[config.mk]
export PLATFORM = sky130hd
export DESIGN_NAME = mc8051_mem_seq_flat
export DESIGN_NICKNAME = d
export VERILOG_FILES = /design/src/rtl/mc8051_mem_seq_if.sv /design/src/rtl/mc8051_mem_seq.sv /design/src/flat_wrapper.sv
export SDC_FILE = /design/constraint.sdc
export NUM_CORES = 1
export LEC_CHECK = 0
export ABC_AREA = 1
export CORE_ASPECT_RATIO = 0.6
export CORE_MARGIN = 3
export CORE_UTILIZATION = 48
export CTS_CLUSTER_DIAMETER = 150
export DETAILED_ROUTE_END_ITERATION = 12
export GPL_TIMING_DRIVEN = 1
export HOLD_SLACK_MARGIN = 0.02
export PLACE_DENSITY = 0.9
export SYNTH_ARGS = -nofsm -noshare
export SYNTH_HDL_FRONTEND = slang
export SYNTH_SLANG_ARGS = --single-unit
[constraint.sdc]
create_clock -name i_clk -period 4.3 [get_ports i_clk]
set_clock_uncertainty 0.1 [all_clocks]
set_input_delay 1.075 -clock i_clk [delete_from_list [all_inputs] [get_ports i_clk]]
set_output_delay 1.075 -clock i_clk [all_outputs]
set_load 0.02 [all_outputs]
[src/rtl/mc8051_mem_seq_if.sv]
// Bus bundle between the mc8051 control/operand logic, the memory sequencer and the memory bus.
// The slave modport is the sequencer's view; the master modport is the view of whatever drives it.
interface mc8051_mem_seq_if;
    // request side, from the control unit and operand multiplexer
    logic        i_mem_req;
    logic        i_mem_wr;
    logic [1:0]  i_mem_space;
    logic        i_buf_sel;
    logic [15:0] i_mem_addr_d;
    logic [7:0]  i_mem_wdata;

    // bus return path
    logic [7:0]  i_mem_rdata;
    logic        i_mem_ready;

    // sequencer outputs
    logic [15:0] o_mem_addr;
    logic [7:0]  o_mem_wdata;
    logic [1:0]  o_mem_space;
    logic        o_mem_rd;
    logic        o_mem_wr;
    logic [7:0]  o_s2_data_buf;
    logic [7:0]  o_s3_data_buf;
    logic        o_busy;
    logic        o_mem_done;
    logic        o_bus_err;

    modport slave (
        input  i_mem_req, i_mem_wr, i_mem_space, i_buf_sel, i_mem_addr_d, i_mem_wdata,
        input  i_mem_rdata, i_mem_ready,
        output o_mem_addr, o_mem_wdata, o_mem_space, o_mem_rd, o_mem_wr,
        output o_s2_data_buf, o_s3_data_buf, o_busy, o_mem_done, o_bus_err
    );

    modport master (
        output i_mem_req, i_mem_wr, i_mem_space, i_buf_sel, i_mem_addr_d, i_mem_wdata,
        output i_mem_rdata, i_mem_ready,
        input  o_mem_addr, o_mem_wdata, o_mem_space, o_mem_rd, o_mem_wr,
        input  o_s2_data_buf, o_s3_data_buf, o_busy, o_mem_done, o_bus_err
    );
endinterface

[src/rtl/mc8051_mem_seq.sv]
// mc8051 memory access sequencer: one bus transaction at a time with ready handshake and
// wait-state timeout, loading read results into the S2/S3 operand buffers.
module mc8051_mem_seq #(
    parameter int unsigned TIMEOUT = 16
) (
    input logic               i_clk,
    input logic               i_rst,
    mc8051_mem_seq_if.slave   bus
);

    typedef enum logic [1:0] {
        IDLE   = 2'd0,
        ACCESS = 2'd1,
        DONE   = 2'd2
    } state_t;

    // Last wait-counter value before abort: the strobe stays up for exactly TIMEOUT cycles.
    localparam logic [7:0] CNT_LAST = 8'(TIMEOUT - 1);

    state_t      state;
    state_t      state_next;

    logic [15:0] addr_q;
    logic [7:0]  wdata_q;
    logic [1:0]  space_q;
    logic        wr_q;
    logic        sel_q;
    logic        err_q;
    logic [7:0]  cnt_q;
    logic [7:0]  s2_q;
    logic [7:0]  s3_q;

    logic        accept;
    logic        finish;
    logic        abort;
    logic        load_buf;
    logic [7:0]  load_data;

    // NOTE: every signal written in an always_comb gets a default first, so no path leaves it
    // unassigned and no latch is inferred.
    always_comb begin
        state_next = state;
        accept     = 1'b0;
        finish     = 1'b0;
        abort      = 1'b0;
        case (state)
            IDLE: begin
                if (bus.i_mem_req) begin
                    accept     = 1'b1;
                    state_next = ACCESS;
                end
            end
            ACCESS: begin
                // Ready wins over a simultaneous timeout count.
                if (bus.i_mem_ready) begin
                    finish     = 1'b1;
                    state_next = DONE;
                end else if (cnt_q == CNT_LAST) begin
                    abort      = 1'b1;
                    state_next = DONE;
                end
            end
            DONE: begin
                if (bus.i_mem_req) begin
                    accept     = 1'b1;
                    state_next = ACCESS;
                end else begin
                    state_next = IDLE;
                end
            end
            default: state_next = IDLE;
        endcase
    end

    assign load_buf  = (finish | abort) & ~wr_q;
    assign load_data = finish ? bus.i_mem_rdata : 8'hFF;

    // NOTE: sequential state uses non-blocking assignments only, so every register samples the
    // pre-edge values regardless of statement order.
    always_ff @(posedge i_clk or posedge i_rst) begin
        if (i_rst) begin
            state <= IDLE;
        end else begin
            state <= state_next;
        end
    end

    always_ff @(posedge i_clk or posedge i_rst) begin
        if (i_rst) begin
            addr_q  <= 16'h0000;
            wdata_q <= 8'h00;
            space_q <= 2'b00;
            wr_q    <= 1'b0;
            sel_q   <= 1'b0;
            err_q   <= 1'b0;
            cnt_q   <= 8'h00;
            s2_q    <= 8'h00;
            s3_q    <= 8'h00;
        end else begin
            if (accept) begin
                addr_q  <= bus.i_mem_addr_d;
                wdata_q <= bus.i_mem_wdata;
                space_q <= bus.i_mem_space;
                wr_q    <= bus.i_mem_wr;
                sel_q   <= bus.i_buf_sel;
                err_q   <= 1'b0;
                cnt_q   <= 8'h00;
            end else if ((state == ACCESS) && !bus.i_mem_ready) begin
                cnt_q <= cnt_q + 8'd1;
            end

            if (abort) begin
                err_q <= 1'b1;
            end

            if (load_buf) begin
                if (sel_q) begin
                    s3_q <= load_data;
                end else begin
                    s2_q <= load_data;
                end
            end
        end
    end

    // Strobes and status decode from registered state only; busy also looks at a pending request.
    assign bus.o_mem_addr    = addr_q;
    assign bus.o_mem_wdata   = wdata_q;
    assign bus.o_mem_space   = space_q;
    assign bus.o_mem_rd      = (state == ACCESS) & ~wr_q;
    assign bus.o_mem_wr      = (state == ACCESS) &  wr_q;
    assign bus.o_s2_data_buf = s2_q;
    assign bus.o_s3_data_buf = s3_q;
    assign bus.o_busy        = (state == ACCESS) | ((state == DONE) & bus.i_mem_req);
    assign bus.o_mem_done    = (state == DONE);
    assign bus.o_bus_err     = (state == DONE) & err_q;

endmodule
[src/flat_wrapper.sv]
// flat-port wrapper written by rule: the top's interface ports become plain ports
module mc8051_mem_seq_flat 
#(
    parameter int unsigned TIMEOUT = 16
)
  (i_clk, i_rst, bus_i_mem_req, bus_i_mem_wr, bus_i_mem_space, bus_i_buf_sel, bus_i_mem_addr_d, bus_i_mem_wdata, bus_i_mem_rdata, bus_i_mem_ready, bus_o_mem_addr, bus_o_mem_wdata, bus_o_mem_space, bus_o_mem_rd, bus_o_mem_wr, bus_o_s2_data_buf, bus_o_s3_data_buf, bus_o_busy, bus_o_mem_done, bus_o_bus_err);
  mc8051_mem_seq_if bus_i ();
  input logic i_clk;
  input logic i_rst;
  input wire logic [$bits(bus_i.i_mem_req)-1:0] bus_i_mem_req;
  input wire logic [$bits(bus_i.i_mem_wr)-1:0] bus_i_mem_wr;
  input wire logic [$bits(bus_i.i_mem_space)-1:0] bus_i_mem_space;
  input wire logic [$bits(bus_i.i_buf_sel)-1:0] bus_i_buf_sel;
  input wire logic [$bits(bus_i.i_mem_addr_d)-1:0] bus_i_mem_addr_d;
  input wire logic [$bits(bus_i.i_mem_wdata)-1:0] bus_i_mem_wdata;
  input wire logic [$bits(bus_i.i_mem_rdata)-1:0] bus_i_mem_rdata;
  input wire logic [$bits(bus_i.i_mem_ready)-1:0] bus_i_mem_ready;
  output wire logic [$bits(bus_i.o_mem_addr)-1:0] bus_o_mem_addr;
  output wire logic [$bits(bus_i.o_mem_wdata)-1:0] bus_o_mem_wdata;
  output wire logic [$bits(bus_i.o_mem_space)-1:0] bus_o_mem_space;
  output wire logic [$bits(bus_i.o_mem_rd)-1:0] bus_o_mem_rd;
  output wire logic [$bits(bus_i.o_mem_wr)-1:0] bus_o_mem_wr;
  output wire logic [$bits(bus_i.o_s2_data_buf)-1:0] bus_o_s2_data_buf;
  output wire logic [$bits(bus_i.o_s3_data_buf)-1:0] bus_o_s3_data_buf;
  output wire logic [$bits(bus_i.o_busy)-1:0] bus_o_busy;
  output wire logic [$bits(bus_i.o_mem_done)-1:0] bus_o_mem_done;
  output wire logic [$bits(bus_i.o_bus_err)-1:0] bus_o_bus_err;
  assign bus_i.i_mem_req = bus_i_mem_req;
  assign bus_i.i_mem_wr = bus_i_mem_wr;
  assign bus_i.i_mem_space = bus_i_mem_space;
  assign bus_i.i_buf_sel = bus_i_buf_sel;
  assign bus_i.i_mem_addr_d = bus_i_mem_addr_d;
  assign bus_i.i_mem_wdata = bus_i_mem_wdata;
  assign bus_i.i_mem_rdata = bus_i_mem_rdata;
  assign bus_i.i_mem_ready = bus_i_mem_ready;
  assign bus_o_mem_addr = bus_i.o_mem_addr;
  assign bus_o_mem_wdata = bus_i.o_mem_wdata;
  assign bus_o_mem_space = bus_i.o_mem_space;
  assign bus_o_mem_rd = bus_i.o_mem_rd;
  assign bus_o_mem_wr = bus_i.o_mem_wr;
  assign bus_o_s2_data_buf = bus_i.o_s2_data_buf;
  assign bus_o_s3_data_buf = bus_i.o_s3_data_buf;
  assign bus_o_busy = bus_i.o_busy;
  assign bus_o_mem_done = bus_i.o_mem_done;
  assign bus_o_bus_err = bus_i.o_bus_err;
  mc8051_mem_seq #(.TIMEOUT(TIMEOUT)) u_core (.i_clk(i_clk), .i_rst(i_rst), .bus(bus_i));
endmodule
* After elaboration in Yosys (flattened, before gate mapping)
Cells that the tools add are included.
** Cells by class
- Add/subtract/negate cells :: 1
- $mul :: 0
- Div/mod/pow operators :: 0
- Order comparisons :: 0
- Equality and inequality tests :: 5
- Shift-type cells :: 0
- Mux-type cells :: 17
- Bitwise gates (word level) :: 9
- Reduce and logical (&&, ||, !) cells :: 9
** Operators by type and width (count)
- two-way mux 8 bit :: 3
- two-way mux 1 bit :: 10
- adder 8 x 1 -> 8 bit (second input constant) :: 1
- == test 8 x 4 -> 1 bit (second input constant) :: 1
- two-way mux 2 bit :: 3
- case mux 2 bit (3 select lines) :: 1
- AND reduction 2 bit :: 3
- AND 1 bit :: 5
- nonzero test 2 bit :: 2
- inequality test 3 x 2 -> 1 bit (second input constant) :: 1
- == test 2 x 1 -> 1 bit (second input constant) :: 1
- == test 2 bit (second input constant) :: 1
- logical NOT 2 bit :: 1
- inequality test 2 bit (second input constant) :: 1
- NOT 1 bit :: 2
- bitwise OR 1 bit :: 2
- OR reduction 2 bit :: 1
- logical AND 1 bit :: 1
- logical NOT 1 bit :: 1
** Word-level totals
- Register bits :: 55
- Bits in latches :: 0
- Bits in writable memories :: 0
- ROM bits :: 0
- Bits of input ports :: 40
- Output and inout bits :: 47
- Logic and storage cells :: 51
- Memories kept :: 0

* Logic depth before layout (Yosys ltp)
Gate-level depths: netlist (run 1).
- Word-level depth :: 7
- Mapped depth :: 6
- Depth with buffers taken out :: 6

* Worst setup path after synthesis (run 1)
OpenSTA, ideal clock, no wires.
- Kind :: input to output
- Start point :: in bus_i_mem_req
- End point :: out bus_o_busy
- Data arrival time :: 1.284 ns
- Data required time :: 3.125 ns
- Setup slack :: 1.841 ns
- Stages :: 2
- Path buffers :: 0
- Path through :: nand2_1 > nand2_1
** On the way
- Longest elaborated chain between the ends :: 2
** RTL lines
- from (decl) :: RTL line flat_wrapper.sv:10 : input wire logic [$bits(bus_i.i_mem_req)-1:0] bus_i_mem_req;
- AND 1 bit :: RTL line mc8051_mem_seq.sv:134 : assign bus.o_busy = (state == ACCESS) | ((state == DONE) & bus.i_mem_req);
- bitwise OR 1 bit :: RTL line mc8051_mem_seq.sv:134
- to (decl) :: RTL line flat_wrapper.sv:25 : output wire logic [$bits(bus_i.o_busy)-1:0] bus_o_busy;
Every way passes these cells.

* Final worst setup path (run 1)
Same ends and word-level chain as after synthesis.

==> run summary, run 1 <==
WL met3 = 678 um
setup slack, reg-to-reg = 2380 ps
# resized after CTS = 0
ANT nets after route = 0
Port Buffers = 86
Sw Ratio = 37.1%
Starting Density = 51.7%
min-delay worst type = reg -> reg
final WL = 6260 um
Yosys warning count = 0
Post-synth EDFFs = 0
most common cell after layout, fill and taps aside = nand2_1
number of global-route vias before repair = 2219
Peak VDD IR = 0.000302 V
clock group share of total power = 16.7%
Sw Pwr = 0.000666 W
CTS tree = built
Data required, critical path = 3120 ps
Synth Instances = 292
hold path startpoint = u_core.bus.o_s2_data_buf[7]
initial antenna violation count = 0
drt first pass iters = 4
worst r2r dst = u_core.bus.o_s3_data_buf[2]
fin crit share = 81.2%
first-pass GRT wire length = 10300 um
gr usage total = 21.8%
max-slew violations = 0
Clock Path Buffers = 2
CP max FO = 2
Highest Signal Layer = met4
filler cell count = 367
WS Path Type = in -> out
RSZ-0062 raised after global routing = false
hold path depth = 2
most frequent cells in the layout = nand2_1, clkdlybuf4s50_1, dfrtp_1
syn avg cell area = 8.42 um2
min Tclk post-route = 3490 ps
start point of the critical path = bus_i_mem_req
Synth cell types = 26
Util after Layout = 72.5%
clock latency on the worst-skew pair = 300 ps
die area = 6050 um2
num rows = 19
WL met1 = 2700 um
overall power = 0.00180 W
Reg2Reg Launch Point = u_core.cnt_q[0]
top post-synthesis cells by area = dfrtp_1, nand2_1, nand4_1, inv_1, o21ai_1
Cell Pwr Density = 521 nW/um2
run status = completed
DRC viols = 0
fmax = 286 MHz
Tightest Pin Transition = 632 ps
Chip Height = 61.5 um
Max transition margin = 57.7%
CP Launch Type = input pin
Sink Count = 55
clock buffer count from CTS = 5
Die W = 98.4 um
# IOs = 87
Syn Std Cell Area = 2460 um2
wire length on met2 = 2850 um
flop and latch count out of synthesis = 55
core region area = 4750 um2
DR vias = 2237
Combinational Power Share = 41.1%
GP Congestion = 0.856
max-cap viol count = 0
largest net degree at the start of global routing = 36
CP arrival = 2320 ps
leakage = 1.71 nW
Post-Synthesis Net Count = 333
CTS root buffer = clkbuf_8
final hold viol count = 0
Min-Delay Endpoint = u_core.bus.o_s2_data_buf[7]
Yosys top cell by area = dfrtp_1
Final TNS setup = 0 ps
htree depth = 2
Finish-stage setup viols = 0
postcts setup bufs = 0
drt wl/cell = 14.2 um
share of post-route cells with drive strength above 1 = 6.61%
cts hold-fix bufs = 0
Post-DP HPWL = 4660 um
R2R cell count = 6
Main synth FF type = dfrtp_1
share of power burned in registers = 42.2%
DR vias/cell = 5.07
gr ovfl total = 0
Crit. End Element = primary output
Pint = 0.00113 W
drt first-iter violations = 208
Synth top area share = 56.0%
area delta synth->final = 40.2%
fraction of registers with async set/reset = 100%
NumNets Final = 418
clock slew at reported path FFs = 100 ps
register area share after synthesis = 56.0%
ant diodes = 0
[kinds of logic after synthesis]
family,count (synthesis),synth area share (%)
fa+ha+maj,1,0.509
buf+inv,36,6.51
compound gates,12,3.15
simple gates,188,33.9
flops,55,56.0
[worst max path at each step]
stage                               end  slack [ps]  depth (start not counted)
3_3_place_gp                 bus_o_busy         800                          4
3_5_place_dp                 bus_o_busy         800                          4
5_1_grt                      bus_o_busy         780                          4
6_report                     bus_o_busy         810                          4
4_1_cts                      bus_o_busy         800                          4
2_1_floorplan  u_core.bus.o_mem_addr[0]        1780                          1
[area by class of cell]
cell class / count / area (um2) / share of cell area [%]
sequential: 55 / 1380 / 39.9
multi-input combinational: 201 / 923 / 26.8
timing repair buffer: 87 / 868 / 25.2
inverter: 27 / 103 / 2.98
clock buffer: 6 / 82.6 / 2.39
tap: 63 / 78.8 / 2.29
clock inverter: 2 / 16.3 / 0.472
[power by group through the flow]
| stage | clock (W) | combinational (W) | sequential, W |
|---|---|---|---|
| CTS | 0.000304 | 0.000746 | 0.000758 |
| global placement | 0 | 0.000727 | 0.000759 |
| finish | 0.000300 | 0.000737 | 0.000758 |
| floorplan | 0 | 0.000221 | 0.000912 |
| global route | 0.000328 | 0.000801 | 0.000777 |
| detailed placement | 0 | 0.000743 | 0.000765 |
[routing by layer]
layer	track usage (%)	vias to the layer above
met5	0	-
met4	4.67	0
met3	10.1	4
met2	34.5	87
met1	28.1	1054
li1	-	1092
[state kept, by name, indices dropped and copies added, names as in the netlist]
name and count:
u_core.cnt_q 8, u_core.bus.o_s2_data_buf 8, u_core.sel_q 1, u_core.bus.o_s3_data_buf 8
u_core.bus.o_mem_space 2, u_core.wr_q 1, u_core.err_q 1, u_core.state 2
u_core.bus.o_mem_wdata 8, u_core.bus.o_mem_addr 16
[cells in the mapped netlist, types with 2 or more instances]
library cell  count
a21oi_1           2
buf_1             2
clkbuf_1          3
dfrtp_1          55
inv_1            21
inv_2             5
nand2_1         142
nand2_2           2
nand3_1           6
nand3_4           2
nand4_1          22
nor2_1            7
nor2_2            2
nor3_1            2
o21ai_1           8
[critical path: stages]
cell and delay (ps):
clkdlybuf4s50_1 490, nand2_1 60, nand2_1 50, clkdlybuf4s50_1 630
[through the flow]
stage          std cells  hold WS [ps]  area (um2)  setup slack [ps]
2_1_floorplan        292           386        2460              1780
4_1_cts              441           384        3450               800
5_1_grt              441           404        3450               783
6_report             441           377        3450               809
3_3_place_gp         433           359        3350               804
3_5_place_dp         433           359        3350               801
No activity file was read; power rests on OpenSTA's default activity.
==> run 2, diff against run 1 <==
--- a/config.mk
+++ b/config.mk
@@ -8,12 +8,12 @@
 export ABC_AREA = 1
 export CORE_ASPECT_RATIO = 0.6
 export CORE_MARGIN = 3
-export CORE_UTILIZATION = 48
+export CORE_UTILIZATION = 45
 export CTS_CLUSTER_DIAMETER = 150
 export DETAILED_ROUTE_END_ITERATION = 12
 export GPL_TIMING_DRIVEN = 1
 export HOLD_SLACK_MARGIN = 0.02
-export PLACE_DENSITY = 0.9
+export PLACE_DENSITY = 0.85
 export SYNTH_ARGS = -nofsm -noshare
 export SYNTH_HDL_FRONTEND = slang
 export SYNTH_SLANG_ARGS = --single-unit
==> constraint.sdc (replaced) <==
create_clock -name i_clk -period 3.4 [get_ports i_clk]
set_clock_uncertainty 0.1 [all_clocks]
set_input_delay 0.85 -clock i_clk [delete_from_list [all_inputs] [get_ports i_clk]]
set_output_delay 0.85 -clock i_clk [all_outputs]
set_load 0.02 [all_outputs]
==> run 2 against run 1 <==
Worst hold slack better by 1.4 ps. Non-clock buffer count increased by 1. Critical endpoint unchanged. Routed wire length fell by 5.0%. Register-to-register slack lost 840 ps. Die area increased by 6.1%. Largest cell class unchanged. Critical path type unchanged. Utilization fell by 5.8 points.
==> run summary, run 2 (synthesized netlist as in run 1, its figures left out) <==
cts hold-fix bufs = 0
fin crit share = 88.6%
most common cell after layout, fill and taps aside = nand2_1
CP max FO = 2
gr usage total = 20.0%
Cell Pwr Density = 656 nW/um2
CTS root buffer = clkbuf_8
Peak VDD IR = 0.000266 V
CP delay by family, top = buffers and inverters
first-pass GRT wire length = 10200 um
# IOs = 87
number of global-route vias before repair = 2145
die area = 6420 um2
critical path's largest stage delay = 600 ps
WS Path Type = in -> out
postcts setup bufs = 0
largest net degree at the start of global routing = 56
max-slew violations = 0
total placed cells including tap cells = 437
Die W = 101 um
leakage = 1.72 nW
Data required, critical path = 2450 ps
DR vias = 2161
ant diodes = 0
fin cells = 445
core region area = 5180 um2
Chip Height = 63.3 um
Finish-stage setup viols = 0
CP Launch Type = input pin
Clock Path Buffers = 2
run status = completed
Tightest Pin Transition = 677 ps
CP arrival = 2060 ps
min-delay worst type = reg -> reg
initial antenna violation count = 0
clock buffer count from CTS = 5
final WL = 5940 um
DRC viols = 0
min Tclk post-route = 3010 ps
Port Buffers = 86
Post-DP HPWL = 4290 um
# resized after CTS = 0
drt wl/cell = 13.4 um
final hold viol count = 0
DR vias/cell = 4.86
max FFs per register = 16
CTS tree = built
CP bufs+invs = 2
drt first pass iters = 4
Max transition margin = 54.9%
Starting Density = 47.5%
Sink Count = 55
fmax = 332 MHz
clock slew at reported path FFs = 100 ps
htree depth = 2
Cell Chain, Critical Path = clkdlybuf4s50_1, nand2_1, nand2_1, clkdlybuf4s50_1
RSZ-0062 raised after global routing = false
area delta synth->final = 40.5%
Crit. End Element = primary output
num rows = 20
most frequent cells in the layout = nand2_1, clkdlybuf4s50_1, dfrtp_1
NumNets Final = 419
drt first-iter violations = 109
max-cap viol count = 0
gr ovfl total = 0
Final TNS setup = 0 ps
ANT nets after route = 0
clock latency on the worst-skew pair = 310 ps
setup slack, reg-to-reg = 1540 ps
Crit-path slowest cell = clkdlybuf4s50_1
GP Congestion = 0.827
share of post-route cells with drive strength above 1 = 6.60%
## run 2: worst paths after layout
check | startpoint | to | depth (start not counted)
setup / recovery | bus_i_mem_req | bus_o_busy | 4
hold / removal | u_core.bus.o_s2_data_buf[1] | u_core.bus.o_s2_data_buf[1] | 2
setup reg to reg | u_core.cnt_q[0] | u_core.bus.o_s3_data_buf[2] | 6
hold reg to reg | u_core.bus.o_s2_data_buf[1] | u_core.bus.o_s2_data_buf[1] | 2
max in group asynchronous | i_rst | u_core.cnt_q[4] | 3
min in group asynchronous | i_rst | u_core.bus.o_mem_space[1] | 3
## run 2: power by group
group          total [W]  internal, W  switching [W]
Combinational   0.000931     0.000428       0.000502
Clock           0.000380     0.000167       0.000212
Sequential      0.000956     0.000835       0.000121
## run 2: metrics by stage
stage / hold WS (ps) / area (um2) / total power [W] / utilization, % / setup WS (ps)
finish: 379 / 3460 / 0.00227 / 66.7 / 386
global route: 415 / 3460 / 0.00241 / 66.7 / 308
CTS: 382 / 3460 / 0.00229 / 66.7 / 383
detailed placement: 358 / 3360 / 0.00190 / 64.9 / 386
global placement: 357 / 3360 / 0.00188 / 64.9 / 395
floorplan: 386 / 2460 / 0.00143 / - / 1110
## run 2: final cells by class
class	count	area [um2]
Inverter	27	103
Tap cell	66	82.6
Fill cell	422	1720
Clock buffer	7	86.3
Sequential cell	55	1380
Multi-Input combinational cell	201	923
Clock inverter	1	8.76
Timing Repair Buffer	88	876
## run 2: worst register-to-register path, stage by stage, from the launching register on
cell and delay (ps):
dfrtp_1 420, ha_1 290, nand3_2 150, o21bai_4 440, nand3_4 200, nand2_1 100
nand2_1 60
## run 2: layer usage
layer,global-route usage [%],part of all wire [%]
met2,28.5,42
met5,0,0
met4,4.48,0.64
met3,7.74,10
met1,28.7,47
==> run 3, diff against run 2 <==
--- a/config.mk
+++ b/config.mk
@@ -8,12 +8,13 @@
 export ABC_AREA = 1
 export CORE_ASPECT_RATIO = 0.6
 export CORE_MARGIN = 3
-export CORE_UTILIZATION = 45
+export CORE_UTILIZATION = 55
 export CTS_CLUSTER_DIAMETER = 150
 export DETAILED_ROUTE_END_ITERATION = 12
+export DONT_BUFFER_PORTS = 1
 export GPL_TIMING_DRIVEN = 1
 export HOLD_SLACK_MARGIN = 0.02
-export PLACE_DENSITY = 0.85
+export PLACE_DENSITY = 0.75
 export SYNTH_ARGS = -nofsm -noshare
 export SYNTH_HDL_FRONTEND = slang
 export SYNTH_SLANG_ARGS = --single-unit
==> run 3 against run 2 <==
Register-to-register slack lost 40 ps. Non-clock buffer count shrank 86. Sequential cell count is the same. Worst setup slack gained 680 ps. Final cell count shrank 21%. Critical path depth shrank 1. Clock power grew 14%. First-iteration DRC count grew 43%. Maximum frequency grew 29%. Cell area shrank 25%. Critical endpoint unchanged. Largest power group unchanged.
==> run summary, run 3 (synthesized netlist as in run 1, its figures left out) <==
overall power = 0.00194 W
Peak VDD IR = 0.000332 V
fin crit share = 68.6%
Crit. End Element = primary output
fin cells = 353
Die W = 92.3 um
clock slew at reported path FFs = 100 ps
Crit-path slowest cell = dfrtp_1
CTS root buffer = clkbuf_8
Post-DP HPWL = 3670 um
WL met3 = 535 um
first-pass GRT wire length = 8630 um
RSZ-0062 raised after global routing = false
most frequent cells in the layout = nand2_1, dfrtp_1, nand4_1
CP Depth = 3
Final TNS setup = 0 ps
ant diodes = 0
max FFs per register = 16
Port Buffers = 0
number of global-route vias before repair = 1679
Data required, critical path = 2450 ps
run status = completed
critical path's largest stage delay = 440 ps
gr ovfl total = 0
CP arrival = 1380 ps
share of post-route cells with drive strength above 1 = 8.53%
max-cap viol count = 0
max-slew violations = 0
Tightest Pin Transition = 642 ps
num rows = 18
# resized after CTS = 0
clock buffer count from CTS = 5
Finish-stage setup viols = 0
htree depth = 2
clock latency on the worst-skew pair = 300 ps
Sink Count = 55
drt first-iter violations = 156
filler cell count = 375
die area = 5340 um2
cts hold-fix bufs = 0
CP Launch Type = flop
Cell Chain, Critical Path = nor2_1, nand2_1, nand2_1
WS Path Type = reg -> out
largest net degree at the start of global routing = 33
R2R cell count = 6
most common cell after layout, fill and taps aside = nand2_1
NumNets Final = 333
Max transition margin = 56.9%
fmax = 428 MHz
postcts setup bufs = 0
final WL = 5110 um
gr usage total = 20.7%
# IOs = 87
Cell Pwr Density = 744 nW/um2
Clock Path Buffers = 2
Starting Density = 58.4%
ANT nets after route = 0
final hold viol count = 0
core region area = 4210 um2
area delta synth->final = 5.85%
drt first pass iters = 4
min Tclk post-route = 2330 ps
Chip Height = 57.8 um
initial antenna violation count = 0
WL met1 = 2550 um
CP bufs+invs = 0
drt wl/cell = 14.5 um
CP max FO = 5
Final Cell Area = 2600 um2
GP Congestion = 0.834
CP delay by family, top = simple AND/OR/NAND/NOR gates
DR vias = 1815
CTS tree = built
total placed cells including tap cells = 345
min-delay worst type = in -> async
wire length on met2 = 1970 um
Post-DP Area = 2490 um2
DRC viols = 0
leakage = 1.39 nW
Highest Signal Layer = met4
DR vias/cell = 5.14
Crit path top cell by count = nand2_1
run 3: cell count changes in the layout (fill, tap and decap cells not counted):
cell,before,now
clkdlybuf4s50_1,86,0
bufinv_16,0,1
clkbuf_8,6,5
clkinv_4,1,0
inv_6,0,1
run 3: final timing paths:
path	start	end	slack (ps)
worst min register to register	u_core.cnt_q[1]	u_core.cnt_q[1]	440
max in group asynchronous	i_rst	u_core.cnt_q[6]	2070
worst max register to register	u_core.cnt_q[0]	u_core.bus.o_s2_data_buf[7]	1500
worst min-delay path	i_rst	u_core.bus.o_mem_addr[5]	350
min in group i_clk	u_core.cnt_q[1]	u_core.cnt_q[1]	440
worst max-delay path	u_core.state[0]	bus_o_busy	1070
run 3: cell type report:
type | instances | area [um2] | area share [%]
Clock buffer | 6 | 72.6 | 2.79
Clock inverter | 2 | 38.8 | 1.49
Inverter | 27 | 103 | 3.94
Multi-Input combinational cell | 201 | 923 | 35.5
Sequential cell | 55 | 1380 | 52.9
Tap cell | 60 | 75.1 | 2.88
Timing Repair Buffer | 2 | 15.0 | 0.577
run 3: layer usage:
layer,vias to the layer above,global-route usage (%)
li1,921,-
met1,808,32.7
met2,79,25.4
met3,7,9.34
met4,0,5.29
met5,-,0
run 3: power by group:
group | switching (W) | internal (W)
clock | 0.000212 | 0.000223
combinational | 0.000211 | 0.000103
sequential | 0.000354 | 0.000834
total | 0.000777 | 0.00116
run 3: through the flow:
step                util [%]  setup slack, ps  hold slack, ps
floorplan                  -             1110             386
global placement        59.2             1380             411
detailed placement      59.2             1380             421
CTS                     61.8             1050             366
global route            61.8              996             383
finish                  61.8             1070             352
==> variant (flow settings as in run 3) <==
Reset style: synchronous (`i_rst`), changed in 2 clocked blocks.
--- a/src/rtl/mc8051_mem_seq.sv
+++ b/src/rtl/mc8051_mem_seq.sv
@@ -77,7 +77,7 @@
 
     // NOTE: sequential state uses non-blocking assignments only, so every register samples the
     // pre-edge values regardless of statement order.
-    always_ff @(posedge i_clk or posedge i_rst) begin
+    always_ff @(posedge i_clk) begin
         if (i_rst) begin
             state <= IDLE;
         end else begin
@@ -85,7 +85,7 @@
         end
     end
 
-    always_ff @(posedge i_clk or posedge i_rst) begin
+    always_ff @(posedge i_clk) begin
         if (i_rst) begin
             addr_q  <= 16'h0000;
             wdata_q <= 8'h00;
Formal check against the unedited RTL: differs if i_rst is asserted again (counterexample within 4 cycles, from zero or initial values and one cycle with i_rst high); with i_rst held inactive, the same outputs for 10 cycles.
==> variant against run 3 <==
Area after synthesis down 6.6%. Sequential cell count unchanged. Cell area down 7.0%. Critical path type unchanged. Global-route usage down 0.76 points. Largest cell class unchanged. Routed wire length down 7.5%. Synthesized cell count up 3.4%. Fmax down 5.3%. Worst setup slack worse by 0.13 ns. Critical path depth down 1. Critical endpoint is now bus_o_mem_wr. First-iteration DRC count down 31%.
Power is not compared: it rests on default switching activity, and its combinational part moved more than twofold at a synthesized area within 25%.
==> variant: results (changes against run 3) <==
[outcome]
outcome = completed

[route]
routed_wl_um = 4730  ; -7.5%
wl_met3_um = 524  ; -2.1%
post_drt_via_cell_ratio = 5.34  ; +3.9%
drt_iter0_markers = 107  ; -31%
wl_met1_um = 2180  ; -14%

[finish]
fillCellCount = 335  ; -11%
drive_above_1_share_pct = 9.67  ; +1.1 points
fin_nets = 340  ; +2.1%

[yosys]
synth_area_leaders = dfxtp_1, nor2_1, o21ai_0
synth_flop_cell = dfxtp_1
yosys-top-cells-count = nor2_1, dfxtp_1, nand2_1
async_flop_share_pct = 0  ; -100 points
ys_seq_area_share_pct = 47.9  ; -8.0 points

[critical_path]
slowest_delay_ns = 0.49  ; +0.05 ns
r2r_end = u_core.cnt_q[3]
arrival_ns = 1.52  ; +0.14 ns
cpMaxStageDelayCell = nor2_1
rr_worst_depth = 7  ; +1
reg2reg_slack_ns = 1.79  ; +0.29 ns
r2r_start = u_core.state[0]
cp_max_fo = 18  ; +13

[timing]
max-slew-margin-rel_pct = 55.4  ; -1.4 points
hold_ws_ns = 0.397  ; +0.0448 ns

[grt]
grt_pass1_wl_um = 7890  ; -8.6%
track_usage_pct = 20.0  ; -0.76 points
grt_use_met1_pct = 26.4  ; -6.3 points
grt_pass1_vias = 1692  ; +0.77%
met3_usage_pct = 10.4  ; +1.0 points
use_met2_pct = 28.6  ; +3.3 points

[placed_design]
place.detailed.hpwl_um = 3510  ; -4.4%
post-place-ws_ns = 1.26  ; -0.122 ns

[worst_hold_path]
hp-class = flop to flop

-- variant: layout make-up --
class	count	share of cell area, %
Tap cell	47	2.43
Clock inverter	3	2.07
Sequential cell	55	45.5
Inverter	40	6.20
Clock buffer	5	2.84
Multi-Input combinational cell	194	40.1
Timing Repair Buffer	3	0.930
-- variant: how the worst max path moves through the flow --
stage | from | endpoint | slack (ns) | cells past startpoint
5_1_grt | u_core.wr_q | bus_o_mem_wr | 0.82 | 2
4_1_cts | u_core.wr_q | bus_o_mem_wr | 0.91 | 2
6_report | u_core.wr_q | bus_o_mem_wr | 0.93 | 2
2_1_floorplan | bus_i_mem_req | bus_o_busy | 0.87 | 3
3_5_place_dp | bus_i_mem_req | bus_o_busy | 1.26 | 3
3_3_place_gp | bus_i_mem_req | bus_o_busy | 1.27 | 3
-- variant: report_power, final --
| part | leakage, uW | internal (uW) | switching (uW) | total, uW |
|---|---|---|---|---|
| Sequential | 0.000451 | 680 | 66.9 | 747 |
| Combinational | 0.000452 | 35.8 | 78.4 | 114 |
| Clock | 0.0000607 | 227 | 225 | 452 |
-- variant: metrics by stage --
stage	cells	area, um2
5_1_grt	347	2420
4_1_cts	347	2420
3_3_place_gp	339	2300
3_5_place_dp	339	2300
2_1_floorplan	302	2300
6_report	347	2420
-- variant: kinds of logic after synthesis --
family          Yosys count  synth area share (%)
buf+inv                  53                  9.85
simple gates            134                  28.1
flops                    55                  47.9
fa+ha+maj                 1                 0.544
compound gates           59                  13.6
-- variant: worst register-to-register path: stages (launching register included) --
cell and delay, ns:
dfxtp_1 0.41, inv_2 0.08, nand2_2 0.06, buf_4 0.28
nand2_1 0.22, inv_1 0.17, o21ai_0 0.11, a21oi_1 0.12
